===== src/rtl/ahb_apb_bridge_pkg.sv =====
// Shared AHB definitions for the AHB-to-APB bridge: HTRANS/HRESP encodings,
// bridge FSM state encoding and the slave-index field width.
package ahb_apb_bridge_pkg;

    localparam int IDX_W = 4;

    typedef enum logic [1:0] {
        HTRANS_IDLE   = 2'b00,
        HTRANS_BUSY   = 2'b01,
        HTRANS_NONSEQ = 2'b10,
        HTRANS_SEQ    = 2'b11
    } htrans_e;

    typedef enum logic [1:0] {
        HRESP_OKAY  = 2'b00,
        HRESP_ERROR = 2'b01,
        HRESP_RETRY = 2'b10,
        HRESP_SPLIT = 2'b11
    } hresp_e;

    typedef enum logic [2:0] {
        ST_IDLE   = 3'd0,
        ST_WAIT   = 3'd1,
        ST_SETUP  = 3'd2,
        ST_ACCESS = 3'd3,
        ST_ERR1   = 3'd4,
        ST_ERR2   = 3'd5
    } bridge_state_e;

    function automatic logic htrans_active(input logic [1:0] htrans);
        return (htrans == HTRANS_NONSEQ) || (htrans == HTRANS_SEQ);
    endfunction

endpackage


===== src/rtl/ahb_apb_bridge_dec.sv =====
// Slave address decode for the AHB-to-APB bridge: index and miss flag from the
// HADDR select field, one-hot PSEL pattern from the registered index.
module ahb_apb_dec
    import ahb_apb_bridge_pkg::*;
#(
    parameter int NUM_SLV = 16
) (
    input  logic [IDX_W-1:0]   addr_sel,
    output logic [IDX_W-1:0]   addr_idx,
    output logic               addr_miss,
    input  logic [IDX_W-1:0]   sel_idx,
    output logic [NUM_SLV-1:0] sel_onehot
);

    assign addr_idx = addr_sel;

    // With all 16 slaves populated every index is valid.
    generate
        if (NUM_SLV < 16) begin : g_miss
            assign addr_miss = (addr_sel >= IDX_W'(NUM_SLV));
        end else begin : g_full
            assign addr_miss = 1'b0;
        end
    endgenerate

    always_comb begin
        sel_onehot = '0;
        for (int i = 0; i < NUM_SLV; i++) begin
            sel_onehot[i] = (sel_idx == IDX_W'(i));
        end
    end

endmodule


===== src/rtl/ahb_apb_bridge.sv =====
// AHB-lite to APB bridge with up to 16 slaves selected by HADDR[SEL_LSB+3:SEL_LSB].
// Define AHB_APB_ERR_RESP_EN to turn PSLVERR and decode misses into AHB ERROR responses.
//
// state  | meaning
// IDLE   | no APB transfer; ready to accept
// WAIT   | write accepted; capturing HWDATA into PWDATA
// SETUP  | APB setup phase (PSEL=1, PENABLE=0)
// ACCESS | APB access phase; held until selected PREADY
// ERR1   | first ERROR response cycle (HREADY_o=0)
// ERR2   | second ERROR response cycle (HREADY_o=1)
module ahb_apb_bridge
    import ahb_apb_bridge_pkg::*;
#(
    parameter int ADDR_W  = 32,
    parameter int DATA_W  = 32,
    parameter int NUM_SLV = 16,
    parameter int SEL_LSB = 28
) (
    input  logic                      HCLK,
    input  logic                      HRST,
    input  logic                      HSEL,
    input  logic                      HWRITE,
    input  logic                      HREADY,
    input  logic [1:0]                HTRANS,
    input  logic [ADDR_W-1:0]         HADDR,
    input  logic [DATA_W-1:0]         HWDATA,
    output logic                      HREADY_o,
    output logic [1:0]                HRESP,
    output logic [DATA_W-1:0]         HRDATA,
    output logic [ADDR_W-1:0]         PADDR,
    output logic [DATA_W-1:0]         PWDATA,
    output logic                      PWRITE,
    output logic                      PENABLE,
    output logic [NUM_SLV-1:0]        PSEL,
    input  logic [NUM_SLV*DATA_W-1:0] PRDATA,
    input  logic [NUM_SLV-1:0]        PREADY,
    input  logic [NUM_SLV-1:0]        PSLVERR
);

    bridge_state_e        state_q;
    bridge_state_e        state_d;
    bridge_state_e        next_xfer;
    logic                 can_accept;
    logic                 accept;
    logic [IDX_W-1:0]     idx_q;
    logic [IDX_W-1:0]     dec_idx;
    logic                 dec_miss;
    logic [NUM_SLV-1:0]   sel_onehot;
    logic                 pready_sel;
    logic                 pslverr_sel;
    logic                 slv_err;
    logic [DATA_W-1:0]    prdata_sel;

    ahb_apb_dec #(
        .NUM_SLV    (NUM_SLV)
    ) u_dec (
        .addr_sel   (HADDR[SEL_LSB +: IDX_W]),
        .addr_idx   (dec_idx),
        .addr_miss  (dec_miss),
        .sel_idx    (idx_q),
        .sel_onehot (sel_onehot)
    );

    assign accept = HSEL & HREADY & htrans_active(HTRANS);

    always_comb begin
        pready_sel  = 1'b0;
        pslverr_sel = 1'b0;
        prdata_sel  = '0;
        for (int i = 0; i < NUM_SLV; i++) begin
            if (idx_q == IDX_W'(i)) begin
                pready_sel  = PREADY[i];
                pslverr_sel = PSLVERR[i];
                prdata_sel  = PRDATA[i*DATA_W +: DATA_W];
            end
        end
    end

`ifdef AHB_APB_ERR_RESP_EN
    assign slv_err = pslverr_sel;
`else
    logic unused_pslverr;
    assign unused_pslverr = pslverr_sel;
    assign slv_err        = 1'b0;
`endif

    always_ff @(posedge HCLK) begin
        if (HRST) begin
            state_q <= ST_IDLE;
        end else begin
            state_q <= state_d;
        end
    end

    always_comb begin
        next_xfer = ST_IDLE;
        if (accept) begin
            if (dec_miss) begin
`ifdef AHB_APB_ERR_RESP_EN
                next_xfer = ST_ERR1;
`else
                next_xfer = ST_IDLE;
`endif
            end else if (HWRITE) begin
                next_xfer = ST_WAIT;
            end else begin
                next_xfer = ST_SETUP;
            end
        end

        state_d    = state_q;
        can_accept = 1'b0;
        HREADY_o   = 1'b0;
        HRESP      = HRESP_OKAY;
        HRDATA     = '0;
        PSEL       = '0;
        PENABLE    = 1'b0;

        case (state_q)
            ST_IDLE: begin
                state_d    = next_xfer;
                can_accept = 1'b1;
                HREADY_o   = 1'b1;
            end
            ST_WAIT: begin
                state_d = ST_SETUP;
            end
            ST_SETUP: begin
                state_d = ST_ACCESS;
                PSEL    = sel_onehot;
                HRDATA  = prdata_sel;
            end
            ST_ACCESS: begin
                PSEL     = sel_onehot;
                PENABLE  = 1'b1;
                HRDATA   = prdata_sel;
                HREADY_o = pready_sel & ~slv_err;
                // A completing access doubles as the next address phase.
                if (pready_sel) begin
                    if (slv_err) begin
                        state_d = ST_ERR1;
                    end else begin
                        state_d    = next_xfer;
                        can_accept = 1'b1;
                    end
                end
            end
            ST_ERR1: begin
                state_d = ST_ERR2;
                HRESP   = HRESP_ERROR;
            end
            ST_ERR2: begin
                state_d    = next_xfer;
                can_accept = 1'b1;
                HREADY_o   = 1'b1;
                HRESP      = HRESP_ERROR;
            end
            default: begin
                state_d = ST_IDLE;
            end
        endcase
    end

    always_ff @(posedge HCLK) begin
        if (HRST) begin
            idx_q  <= '0;
            PADDR  <= '0;
            PWRITE <= 1'b0;
            PWDATA <= '0;
        end else begin
            if (accept && can_accept) begin
                idx_q  <= dec_idx;
                PADDR  <= HADDR;
                PWRITE <= HWRITE;
            end
            // HWDATA belongs to the data phase, one cycle after acceptance.
            if (state_q == ST_WAIT) begin
                PWDATA <= HWDATA;
            end
        end
    end

endmodule


===== config.mk =====
export PLATFORM = sky130hd
export DESIGN_NAME = ahb_apb_bridge
export DESIGN_NICKNAME = d
export VERILOG_FILES = /design/src/rtl/ahb_apb_bridge_pkg.sv /design/src/rtl/ahb_apb_bridge_dec.sv /design/src/rtl/ahb_apb_bridge.sv
export SDC_FILE = /design/constraint.sdc
export NUM_CORES = 1
export LEC_CHECK = 0
export BUFFER_PORTS_ARGS = -buffer_cell sky130_fd_sc_hd__buf_2
export CORE_AREA = 2 2 282 284
export DETAILED_ROUTE_END_ITERATION = 16
export DIE_AREA = 0 0 284 286
export GPL_ROUTABILITY_DRIVEN = 1
export HOLD_SLACK_MARGIN = 0.03
export PLACE_DENSITY = 0.31
export SETUP_SLACK_MARGIN = 0.3
export SLEW_MARGIN = 20
export SYNTH_ARGS = -nofsm -noshare
export SYNTH_HDL_FRONTEND = slang
export SYNTH_HIERARCHICAL = 1
export SYNTH_SLANG_ARGS = --single-unit

===== constraint.sdc =====
create_clock -name HCLK -period 3.06 [get_ports HCLK]
set_clock_uncertainty 0.1 [all_clocks]
set_input_delay 0.765 -clock HCLK [delete_from_list [all_inputs] [get_ports HCLK]]
set_output_delay 0.765 -clock HCLK [all_outputs]
set_load 0.05 [all_outputs]

## Word level (Yosys, flattened, before mapping)

Index checks and enable logic that the tools add are counted.

- Register bits after elaboration: 72
- Bits of input ports: 615
- Logic and storage cells: 80

- Equality and inequality tests: 23
- Multiplexer cells: 43
- Bitwise logic cells: 2
- Reduce and logical (&&, ||, !) cells: 7

Operators by type and width:

| operator | number |
|---|---|
| 32-bit two-way mux | 17 |
| 4-bit == test, second input constant | 8 |
| 1-bit two-way mux | 19 |
| 4-bit by 3-bit == test with 1-bit output, second input constant | 4 |
| 16-bit two-way mux | 1 |
| 3-bit case mux with 5 select lines | 1 |
| 4-bit by 2-bit == test with 1-bit output, second input constant | 2 |
| 3-bit by 2-bit == test with 1-bit output, second input constant | 2 |
| 3-bit == test, second input constant | 2 |
| 2-bit OR reduction | 3 |
| 2-bit == test, second input constant | 2 |
| 4-bit by 1-bit == test with 1-bit output, second input constant | 1 |
| 4-bit logical NOT | 1 |
| 2-bit two-way mux | 2 |
| 1-bit case mux with 2 select lines | 2 |
| 3-bit by 1-bit == test with 1-bit output, second input constant | 1 |
| 3-bit logical NOT | 1 |
| 3-bit two-way mux | 1 |
| 1-bit bitwise AND | 2 |
| 2-bit inequality test, second input constant | 1 |
| 1-bit logical AND | 1 |
| 1-bit logical OR | 1 |

## Longest topological paths before layout

Gate-level depths: netlist of the first run.

- Word-level depth: 20
- Gate-level depth with buffers: 11
- Depth with buffers taken out: 6

## Cells and area by module

Netlist of the first run, hierarchy kept.

Modules (own cells, without submodules):

| module | times used | cells an instance | area an instance (um^2) | seq. area each (um^2) |
|---|---|---|---|---|
| ahb_apb_bridge | 1 | 1105 | 8000.2 | 1441.4 |
| ahb_apb_dec | 1 | 26 | 267.8 | 0.0 |

## Worst setup path after synthesis of the first run

Ideal clock, no wire load.

- Path type: register -> output
- Start: register idx_q[0]
- End: output HRDATA[3]
- Data arrival time: 2.891 ns
- Setup slack: -0.696 ns
- Cell stages (with the launch flop): 10
- Path buffers: 5
- Cell sequence: dfxtp_1 > buf_4 > buf_6 > buf_6 > buf_4 > buf_4 > o21ai_0 > a21oi_1 > a21oi_1 > a311oi_1

- Longest elaborated chain between the ends: 18
- Elaborated cells between the ends (all ways): 33

Ends and longest elaborated chain:

| element | line | source |
|---|---|---|
| from (decl) | ahb_apb_bridge.sv:45 | `logic [IDX_W-1:0] idx_q;` |
| from (signal assigned) | ahb_apb_bridge.sv:172 | `idx_q <= dec_idx;` |
| 4-bit logical NOT | ahb_apb_bridge.sv:71 | `if (idx_q == IDX_W'(i)) begin` |
| 32-bit two-way mux (15 in a row) | ahb_apb_bridge.sv:71 |  |
| 32-bit two-way mux (*) | ahb_apb_bridge.sv:71 |  |
| 32-bit two-way mux (*) | ahb_apb_bridge.sv:119 | `case (state_q)` |
| to (decl) | ahb_apb_bridge.sv:29 | `output logic [DATA_W-1:0] HRDATA,` |

Mark *: on every way between the ends. The rest lies on a longest branch, timed or not.

## Worst setup path after layout of the first run

- Start: register idx_q[1]
- End: output HRDATA[29]

The elaborated chain is that of the path after synthesis.

==> results.py, run 1 <==
metrics = {
    "sta": {
        "min_period_over_period": 1.11,
        "slew_headroom": 0.617,
        "drv_slew": 0,
        "setup_viol": 33,
        "hold_viol": 0,
        "setup_ws_ps": -331,
        "rsz0062_at_grt": "true",
        "fmaxAchievable_ghz": 0.295,
        "fin_setup_tns_ps": -7930,
        "tightest_slew_ps": 574,
        "period_needed_ps": 3390,
    },
    "final_layout": {
        "syn_to_final_growth_pct": 115,
        "fillerInstances": 8886,
        "nNetsFinal": 2615,
        "multiInputGateArea_um2": 7800,
        "final_common_cell": "buf_2",
        "seq_area_um2": 1460,
        "mostFrequentLayoutCells": "668 x buf_2, 165 x buf_4, 137 x nand2_1",
        "drive_gt1_frac": 0.623,
    },
    "setup_path": {
        "crit_arrival_ps": 2530,
        "crit_type": "reg2out",
        "cp_max_fo": 15,
        "cp-start-kind": "flop",
        "critPathCaptureType": "output port",
        "crit_required_ps": 2190,
    },
    "clocking": {
        "h-tree-depth": 3,
        "clock_path_buffers": 2,
        "root_buffer": "clkbuf_16",
        "cts_buffers": 9,
        "clk_pin_slew_ps": 60,
        "postCtsHoldBufs": 0,
        "cts_tree": "done",
        "clk_latency_ps": 360,
        "clock_sinks": 72,
    },
    "global_routing": {
        "grt_usage": 0.178,
        "grt_max_degree": 111,
        "grt_pass1_vias": 13100,
        "grt_first_pass_wirelength_mm": 103,
        "grt.overflow.total": 0,
        "antenna_found_initial": 37,
    },
    "floorplan": {
        "coreArea_um2": 78400,
        "io_pins": 732,
        "die_y_um": 286,
        "die_x_um": 284,
        "rows": 103,
        "start_util": 0.106,
        "dieArea_um2": 81200,
    },
    "power_and_ir_drop": {
        "pwr-share-clk": 0.239,
        "power_switching_uw": 1860,
        "p_seq_frac": 0.225,
        "power.share.combinational": 0.536,
        "powerDensity_nw_per_um2": 256,
        "p_int_uw": 2710,
        "p_leak_uw": 0.00736,
        "p_sw_frac": 0.407,
        "peakVddDrop_mv": 0.240,
    },
    "synthesis": {
        "synth_compound_area_frac": 0.333,
        "synthesis.area_um2": 8270,
        "synth_cell_type_count": 65,
        "syn-num-nets": 1746,
        "avgSynthCellArea_um2": 7.31,
        "ys.flop_type": "dfxtp_1",
        "synth_simple_gate_area_share": 0.227,
        "synth-warning-count": 6,
        "synth-adder-area-share": 0,
        "synthArstFlopShare": 0,
        "synth_edf_count": 0,
        "syn_inst": 1131,
        "ys_ff_latch": 72,
        "seq_area_frac_synth": 0.174,
        "synth.area.mux_share": 0.182,
        "synth_top_family_by_area": "compound AO/OA/AOI/OAI gates",
        "synthXorXnorAreaFrac": 0,
    },
    "detailed_routing": {
        "via_count": 12700,
        "remaining_drc_errors": 0,
        "wl_mm": 76.7,
        "drt_first_pass_iters": 7,
        "wl_met2_mm": 39.1,
        "drt_iter0_drc": 575,
        "vias_per_cell": 4.16,
        "top_layer": "met5",
        "ant_nets": 0,
        "post_drt_wl_per_cell_um": 25.0,
        "met1_length_mm": 31.9,
        "wl_met3_mm": 4.73,
    },
    "placed_design": {
        "place_hpwl_mm": 63.8,
        "finalWeightedCongestion": 0.973,
        "io_buffers": 713,
        "post-place-ws_ps": -452,
    },
    "run_status": {
        "violations": "setup timing",
        "status": "complete, but fails checks",
    },
    "min_path": {
        "worstHoldPathType": "reg2reg",
    },
    "flow_run": {
        "drv_cap": 0,
    },
}
## per-stage QoR
step / cells / hold slack, ps / instance area, µm² / utilization / power, µW
floorplan: 1131 / 438 / 9110 / - / 2130
global placement: 2972 / 341 / 15300 / 0.195 / 3200
detailed placement: 2972 / 344 / 15300 / 0.195 / 3210
CTS: 3012 / 353 / 16700 / 0.213 / 4530
global route: 3056 / 371 / 17800 / 0.227 / 4820
finish: 3061 / 352 / 17800 / 0.227 / 4570
## cells by family after synthesis
| family | Yosys count |
|---|---|
| other | 2 |
| buffers and inverters | 130 |
| and+or+nand+nor | 371 |
| AOI/OAI and AO/OA | 432 |
| muxes | 124 |
| DFF | 72 |
## state kept, by name, summed over array words and instances, names as in the netlist
register / cells
PWRITE: 1
PWDATA: 32
idx_q: 4
PADDR: 32
state_q: 3
## worst paths after layout
kind / start / endpoint / slack (ps) / cells past startpoint
min reg2reg: PWDATA[14] / PWDATA[14] / 350 / 2
max reg2reg: idx_q[1] / PADDR[6] / 320 / 12
min: PWDATA[14] / PWDATA[14] / 350 / 2
max: idx_q[1] / HRDATA[29] / -330 / 8
## worst max-delay path, cell delays in order (launching register included)
cell and delay [ps]:
dfxtp_4 430, buf_12 180, or3b_4 420, buf_12 180, buf_4 170, o221ai_4 200
a2111oi_4 100, a211oi_4 250, buf_6 200
## power groups by stage
stage | registers [µW] | clock network [µW] | logic [µW]
2_1_floorplan | 1200 | 0 | 937
3_5_place_dp | 1050 | 0 | 2150
6_report | 1030 | 1090 | 2450
4_1_cts | 1030 | 1150 | 2350
5_1_grt | 1040 | 1170 | 2610
3_3_place_gp | 1050 | 0 | 2140
## metal layers
layer,vias to the layer above,GRT usage
li1,5983,-
met1,6123,0.216
met2,520,0.329
met3,82,0.0396
met4,26,0.0195
met5,-,0
## synth_stat cells (5+ instances only)
cell type | number | area, µm²
a21o_1 | 8 | 60.1
nor3_1 | 13 | 65.1
nor2_1 | 62 | 233
o211ai_1 | 17 | 128
o21ai_0 | 91 | 455
mux4_2 | 20 | 450
buf_4 | 23 | 173
and2_1 | 20 | 125
o221ai_1 | 15 | 131
mux2_2 | 10 | 113
buf_6 | 6 | 67.6
a221oi_1 | 21 | 184
nand2b_1 | 81 | 507
and4b_1 | 5 | 50.1
o22ai_1 | 46 | 288
clkbuf_1 | 69 | 259
buf_2 | 18 | 90.1
a31oi_1 | 5 | 31.3
a22o_1 | 15 | 131
a211oi_1 | 12 | 90.1
nor2b_1 | 7 | 43.8
nand2_1 | 154 | 578
a21oi_1 | 130 | 651
nand3_1 | 7 | 35.0
dfxtp_1 | 72 | 1440
a2111oi_0 | 18 | 158
mux2i_1 | 94 | 941
a22oi_1 | 23 | 173
## layout make-up
type | count | area share
Multi-Input combinational cell | 929 | 0.438
Timing Repair Buffer | 981 | 0.388
Sequential cell | 72 | 0.0817
Tap cell | 1050 | 0.0737
Clock buffer | 10 | 0.0129
Clock inverter | 6 | 0.00344
Inverter | 7 | 0.00183
Antenna cell | 6 | 0.000843
## repair_timing
action | CTS | global route
setup buffers | 20 | 39
gates resized for setup | 225 | 141
cloned | 4 | 4
setup endpoints to repair | 80 | 84
pin swaps | 20 | 78
Power figures use the tool's default switching activity.
==> inputs of run 2 (changes only) <==
- CORE_AREA: 2 2 282 284 -> 2 2 289 291
- DIE_AREA: 0 0 284 286 -> 0 0 291 293
- PLACE_DENSITY: 0.31 -> 0.3
- clock period: 3.06 -> 3.9 ns (I/O delays scaled with it)
==> results.py, run 2 (synthesis gave the netlist of run 1 again) <==
metrics = {
    "run_status": {
        "status": "complete, no violations",
    },
    "floorplan": {
        "coreArea_um2": 81800,
        "rows": 105,
        "die_y_um": 293,
        "dieArea_um2": 85300,
        "die_x_um": 291,
        "io_pins": 732,
        "start_util": 0.101,
    },
    "final_layout": {
        "syn_to_final_growth_pct": 101,
        "final_util": 0.203,
        "drive_gt1_frac": 0.583,
        "final_common_cell": "buf_2",
        "largestRegisters": "PADDR: 32 flops, PWDATA: 32 flops, idx_q: 4 flops",
        "mostFrequentLayoutCells": "680 x buf_2, 145 x nand2_1, 123 x buf_4",
        "fin_cells": 3028,
        "nNetsFinal": 2552,
    },
    "clocking": {
        "cts_tree": "done",
        "root_buffer": "clkbuf_16",
        "clk_pin_slew_ps": 60,
        "clock_sinks": 72,
        "cts_buffers": 9,
        "h-tree-depth": 3,
        "clk_latency_ps": 360,
        "clock_path_buffers": 2,
        "postCtsHoldBufs": 0,
    },
    "sta": {
        "hold_ws_ps": 355,
        "slew_headroom": 0.504,
        "tightest_slew_ps": 742,
        "drv_slew": 0,
        "fmaxAchievable_ghz": 0.267,
        "min_period_over_period": 0.961,
        "period_needed_ps": 3750,
        "setup_ws_ps": 151,
        "setup_viol": 0,
        "rsz0062_at_grt": "true",
        "hold_viol": 0,
    },
    "global_routing": {
        "grt_max_degree": 43,
        "grt.overflow.total": 0,
        "grt_usage": 0.180,
        "grt_first_pass_wirelength_mm": 108,
        "antenna_found_initial": 41,
        "grt_pass1_vias": 13200,
    },
    "setup_path": {
        "crit_type": "reg2out",
        "critPathCaptureType": "output port",
        "crit_arrival_ps": 2670,
        "crit_required_ps": 2820,
        "cp_max_fo": 11,
        "cp-start-kind": "flop",
    },
    "placed_design": {
        "place_inst": 2900,
        "finalWeightedCongestion": 0.894,
        "io_buffers": 713,
        "post-place-ws_ps": -91.6,
        "place_hpwl_mm": 64.4,
    },
    "power_and_ir_drop": {
        "p_leak_uw": 0.00690,
        "peakVddDrop_mv": 0.187,
        "total_power_uw": 3530,
        "powerDensity_nw_per_um2": 213,
    },
    "min_path": {
        "worstHoldPathType": "reg2reg",
    },
    "detailed_routing": {
        "wl_mm": 80.7,
        "remaining_drc_errors": 0,
        "via_count": 12700,
        "post_drt_wl_per_cell_um": 26.6,
        "vias_per_cell": 4.18,
        "ant_nets": 0,
        "drt_first_pass_iters": 5,
        "drt_iter0_drc": 742,
    },
    "flow_run": {
        "drv_cap": 0,
    },
}
-- run 2: cell types whose count changed in the layout (fill, tap and decap cells not counted), sizes merged --
cell,change
clkinv,-3
buf,-62
clkbuf,-3
bufbuf,+4
diode,+10
inv,+1
-- run 2: cell type report --
cell class	count	area (µm²)
flip-flops and latches	72	1460
multi-input cells	929	7200
inverters	7	27.5
diodes	16	40.0
clock inverters	4	52.6
clock buffers	12	256
fillers	9314	65300
repair buffers	918	6210
well taps	1070	1340
-- run 2: what timing repair did --
| item | in CTS | in global routing |
|---|---|---|
| endpoints found under the setup margin | 33 | 33 |
| gates cloned | 7 | 2 |
| pin swaps | 30 | 48 |
| setup buffers | 66 | 21 |
| gates resized for setup | 184 | 134 |
-- run 2: stage by stage --
stage / TNS (ps) / instance area (µm²)
2_1_floorplan: 0 / 8390
6_report: 0 / 16600
4_1_cts: 0 / 15700
3_3_place_gp: -325 / 13700
3_5_place_dp: -178 / 13800
5_1_grt: 0 / 16600
-- run 2: path summary, 6_finish.rpt --
kind	start	endpoint	slack, ps	cells after the start
setup / recovery	idx_q[0]	HRDATA[14]	150	11
setup reg to reg	idx_q[1]	idx_q[0]	1070	12
hold / removal	PWDATA[4]	PWDATA[4]	360	2
hold reg to reg	PWDATA[4]	PWDATA[4]	360	2
-- run 2: power breakdown --
group	total (µW)	switching [µW]	internal, µW
combinational	1810	1020	782
sequential	805	29.9	775
clock	915	382	533
-- run 2: worst max-delay path, cell delays in order (launching register included) --
cell,delay (ps)
dfxtp_4,380
buf_12,150
buf_4,160
nand2b_2,270
nor2_2,130
buf_6,180
nand2_1,80
a21oi_1,200
a2111oi_0,100
buf_4,150
a221oi_2,290
buf_6,210
-- run 2: routing by layer --
layer / GRT usage / share of wire / wire length, µm / up-vias
met5: 0 / 0.0021 / 171 / -
met4: 0.0312 / 0.019 / 1570 / 26
met3: 0.0419 / 0.066 / 5330 / 121
met2: 0.324 / 0.49 / 39800 / 555
met1: 0.220 / 0.42 / 33800 / 6093
li1: - / - / - / 5869
==> inputs of run 3 (changes only) <==
- ABC_AREA: default -> 1
- CORE_AREA: 2 2 289 291 -> 3 3 284 286
- DIE_AREA: 0 0 291 293 -> 0 0 287 289
==> results.py, run 3 <==
metrics = {
    "final_layout": {
        "drive_gt1_frac": 0.525,
        "nNetsFinal": 2774,
        "syn_to_final_growth_pct": 120,
        "final_common_cell": "buf_2",
        "design_area_um2": 15600,
        "mostFrequentLayoutCells": "680 x buf_2, 347 x nand2_1, 216 x nor2_1",
        "largestRegisters": "PADDR: 32 flops, PWDATA: 32 flops, idx_q: 4 flops",
        "final_util": 0.199,
        "fillerInstances": 9233,
    },
    "global_routing": {
        "grt_pass1_vias": 13300,
        "grt_usage": 0.169,
        "grt_first_pass_wirelength_mm": 99.3,
        "grt_max_degree": 75,
        "antenna_found_initial": 54,
        "grt.overflow.total": 0,
    },
    "clocking": {
        "clk_pin_slew_ps": 70,
        "h-tree-depth": 3,
        "root_buffer": "clkbuf_16",
        "cts_tree": "done",
        "clk_latency_ps": 360,
        "clock_sinks": 72,
        "clock_path_buffers": 2,
        "cts_buffers": 9,
        "postCtsHoldBufs": 0,
    },
    "sta": {
        "fmaxAchievable_ghz": 0.244,
        "hold_viol": 0,
        "min_period_over_period": 1.05,
        "fin_setup_tns_ps": -2330,
        "tightest_slew_ps": 734,
        "setup_ws_ps": -202,
        "drv_slew": 0,
        "rsz0062_at_grt": "true",
        "setup_viol": 25,
        "slew_headroom": 0.510,
        "period_needed_ps": 4100,
    },
    "floorplan": {
        "io_pins": 732,
        "dieArea_um2": 82900,
        "start_util": 0.0905,
        "die_x_um": 287,
        "rows": 103,
        "coreArea_um2": 78600,
        "die_y_um": 289,
    },
    "detailed_routing": {
        "drt_iter0_drc": 496,
        "post_drt_wl_per_cell_um": 23.0,
        "wl_mm": 74.3,
        "via_count": 12700,
        "remaining_drc_errors": 0,
        "drt_first_pass_iters": 5,
        "ant_nets": 0,
        "vias_per_cell": 3.94,
    },
    "placed_design": {
        "io_buffers": 713,
        "place_hpwl_mm": 61.6,
        "post-place-ws_ps": -608,
        "finalWeightedCongestion": 0.959,
        "dpl_cell_area_um2": 12700,
    },
    "run_status": {
        "status": "complete, but fails checks",
        "violations": "setup timing",
    },
    "setup_path": {
        "cp_max_fo": 5,
        "critPathCaptureType": "output port",
        "reg2reg_slack_ps": 630,
        "r2r_end": "PADDR[14]",
        "reg2regPathDepth": 22,
        "cp-start-kind": "flop",
        "reg2reg_from": "idx_q[0]",
        "crit_type": "reg2out",
        "crit_arrival_ps": 3030,
        "crit_required_ps": 2820,
    },
    "synthesis": {
        "yosys.cell_count.top_type": "nand2_1",
        "syn_inst": 1364,
        "synth-warning-count": 6,
        "yosys.area.top_type": "nand2_1",
        "synthesis.area_um2": 7110,
        "synthArstFlopShare": 0,
        "ys.flop_type": "dfxtp_1",
        "synth_cell_type_count": 27,
        "synthTopCellsByArea": "nand2_1 20%, dfxtp_1 20%, nor2_1 13%, nand3_1 11%, a21oi_1 7.5%",
        "ys_ff_latch": 72,
        "seq_area_frac_synth": 0.203,
        "synth_edf_count": 0,
        "avgSynthCellArea_um2": 5.21,
        "synth_top_area_frac": 0.205,
        "synth_common_cells": "388 x nand2_1, 239 x nor2_1, 162 x nand3_1",
        "syn-num-nets": 1979,
    },
    "power_and_ir_drop": {
        "total_power_uw": 3650,
        "powerDensity_nw_per_um2": 234,
        "peakVddDrop_mv": 0.227,
        "p_leak_uw": 0.00765,
    },
    "min_path": {
        "hp-start": "PADDR[7]",
        "hold-path-cell-count": 2,
        "whs_endpoint": "PADDR[7]",
        "worstHoldPathType": "reg2reg",
    },
    "flow_run": {
        "drv_cap": 0,
    },
}
==> run 3: cell types whose count changed in the layout (fill, tap and decap cells not counted), sizes merged, moves of 23 or more <==
cell	delta
o22ai	-42
nand4	+65
nand2	+234
mux2i	-94
nand3	+155
a21oi	-23
a22oi	-23
nand2b	-81
buf	-31
nor2	+183
inv	+108
==> run 3: cell type report <==
cell class | instances | area (µm²) | share of cell area
clock inverters | 5 | 38.8 | 0.00248
diodes | 23 | 57.6 | 0.00369
multi-input cells | 1078 | 6240 | 0.399
repair buffers | 882 | 5800 | 0.371
inverters | 116 | 463 | 0.0296
flip-flops and latches | 72 | 1460 | 0.0933
well taps | 1050 | 1310 | 0.0841
clock buffers | 11 | 253 | 0.0162
==> run 3: cells by family after synthesis <==
| family | after synthesis | share of synthesized area |
|---|---|---|
| AO/OA/AOI/OAI | 208 | 0.159 |
| buffers and inverters | 214 | 0.121 |
| flip-flops | 72 | 0.203 |
| other | 2 | 0.00106 |
| AND/OR/NAND/NOR | 868 | 0.516 |
==> run 3: worst max path at each step <==
stage / slack, ps / endpoint / cells after the start / from
2_1_floorplan: 400 / HRDATA[24] / 13 / idx_q[2]
3_3_place_gp: -580 / HRDATA[7] / 15 / idx_q[0]
3_5_place_dp: -610 / HRDATA[19] / 15 / idx_q[0]
4_1_cts: -270 / HRDATA[10] / 15 / idx_q[1]
5_1_grt: -370 / HRDATA[15] / 15 / idx_q[0]
6_report: -200 / HRDATA[18] / 21 / idx_q[0]
==> run 3: critical path, cell delays in order (launching register included) <==
cell and delay (ps):
dfxtp_4 380, buf_6 130, inv_4 40, nor2_4 60
buf_12 140, buf_16 140, nand3_2 50, nand2_1 70
a21oi_2 100, nand3_1 100, o21ai_2 90, buf_6 130
nand4_1 130, a21oi_1 160, buf_4 160, nand4_1 90
a21oi_2 230, buf_4 160, nand3_2 50, nand2_1 60
inv_1 40, buf_6 140
==> run 3: through the flow <==
stage	instances	hold slack [ps]
after global routing	3224	411
after global placement	3132	358
final	3237	378
after floorplan	1364	416
after detailed placement	3132	365
after CTS	3199	380
==> run 3: report_power, final <==
part / internal (µW) / switching (µW) / total, µW
sequential: 779 / 27.3 / 806
clock: 470 / 379 / 849
combinational: 827 / 1170 / 2000
==> run 3: routing by layer <==
| layer | wire length (µm) | GRT usage | vias to the layer above |
|---|---|---|---|
| met3 | 6480 | 0.0494 | 126 |
| met4 | 2740 | 0.0558 | 14 |
| met5 | 90 | 0 | - |
| met2 | 37000 | 0.309 | 603 |
| li1 | - | - | 6092 |
| met1 | 28000 | 0.186 | 5909 |
==> run 3: timing repair <==
item	in CTS	in global routing
endpoints found under the setup margin	33	70
setup buffers	40	15
gates resized for setup	372	89
pin swaps	126	120
cloned	11	0
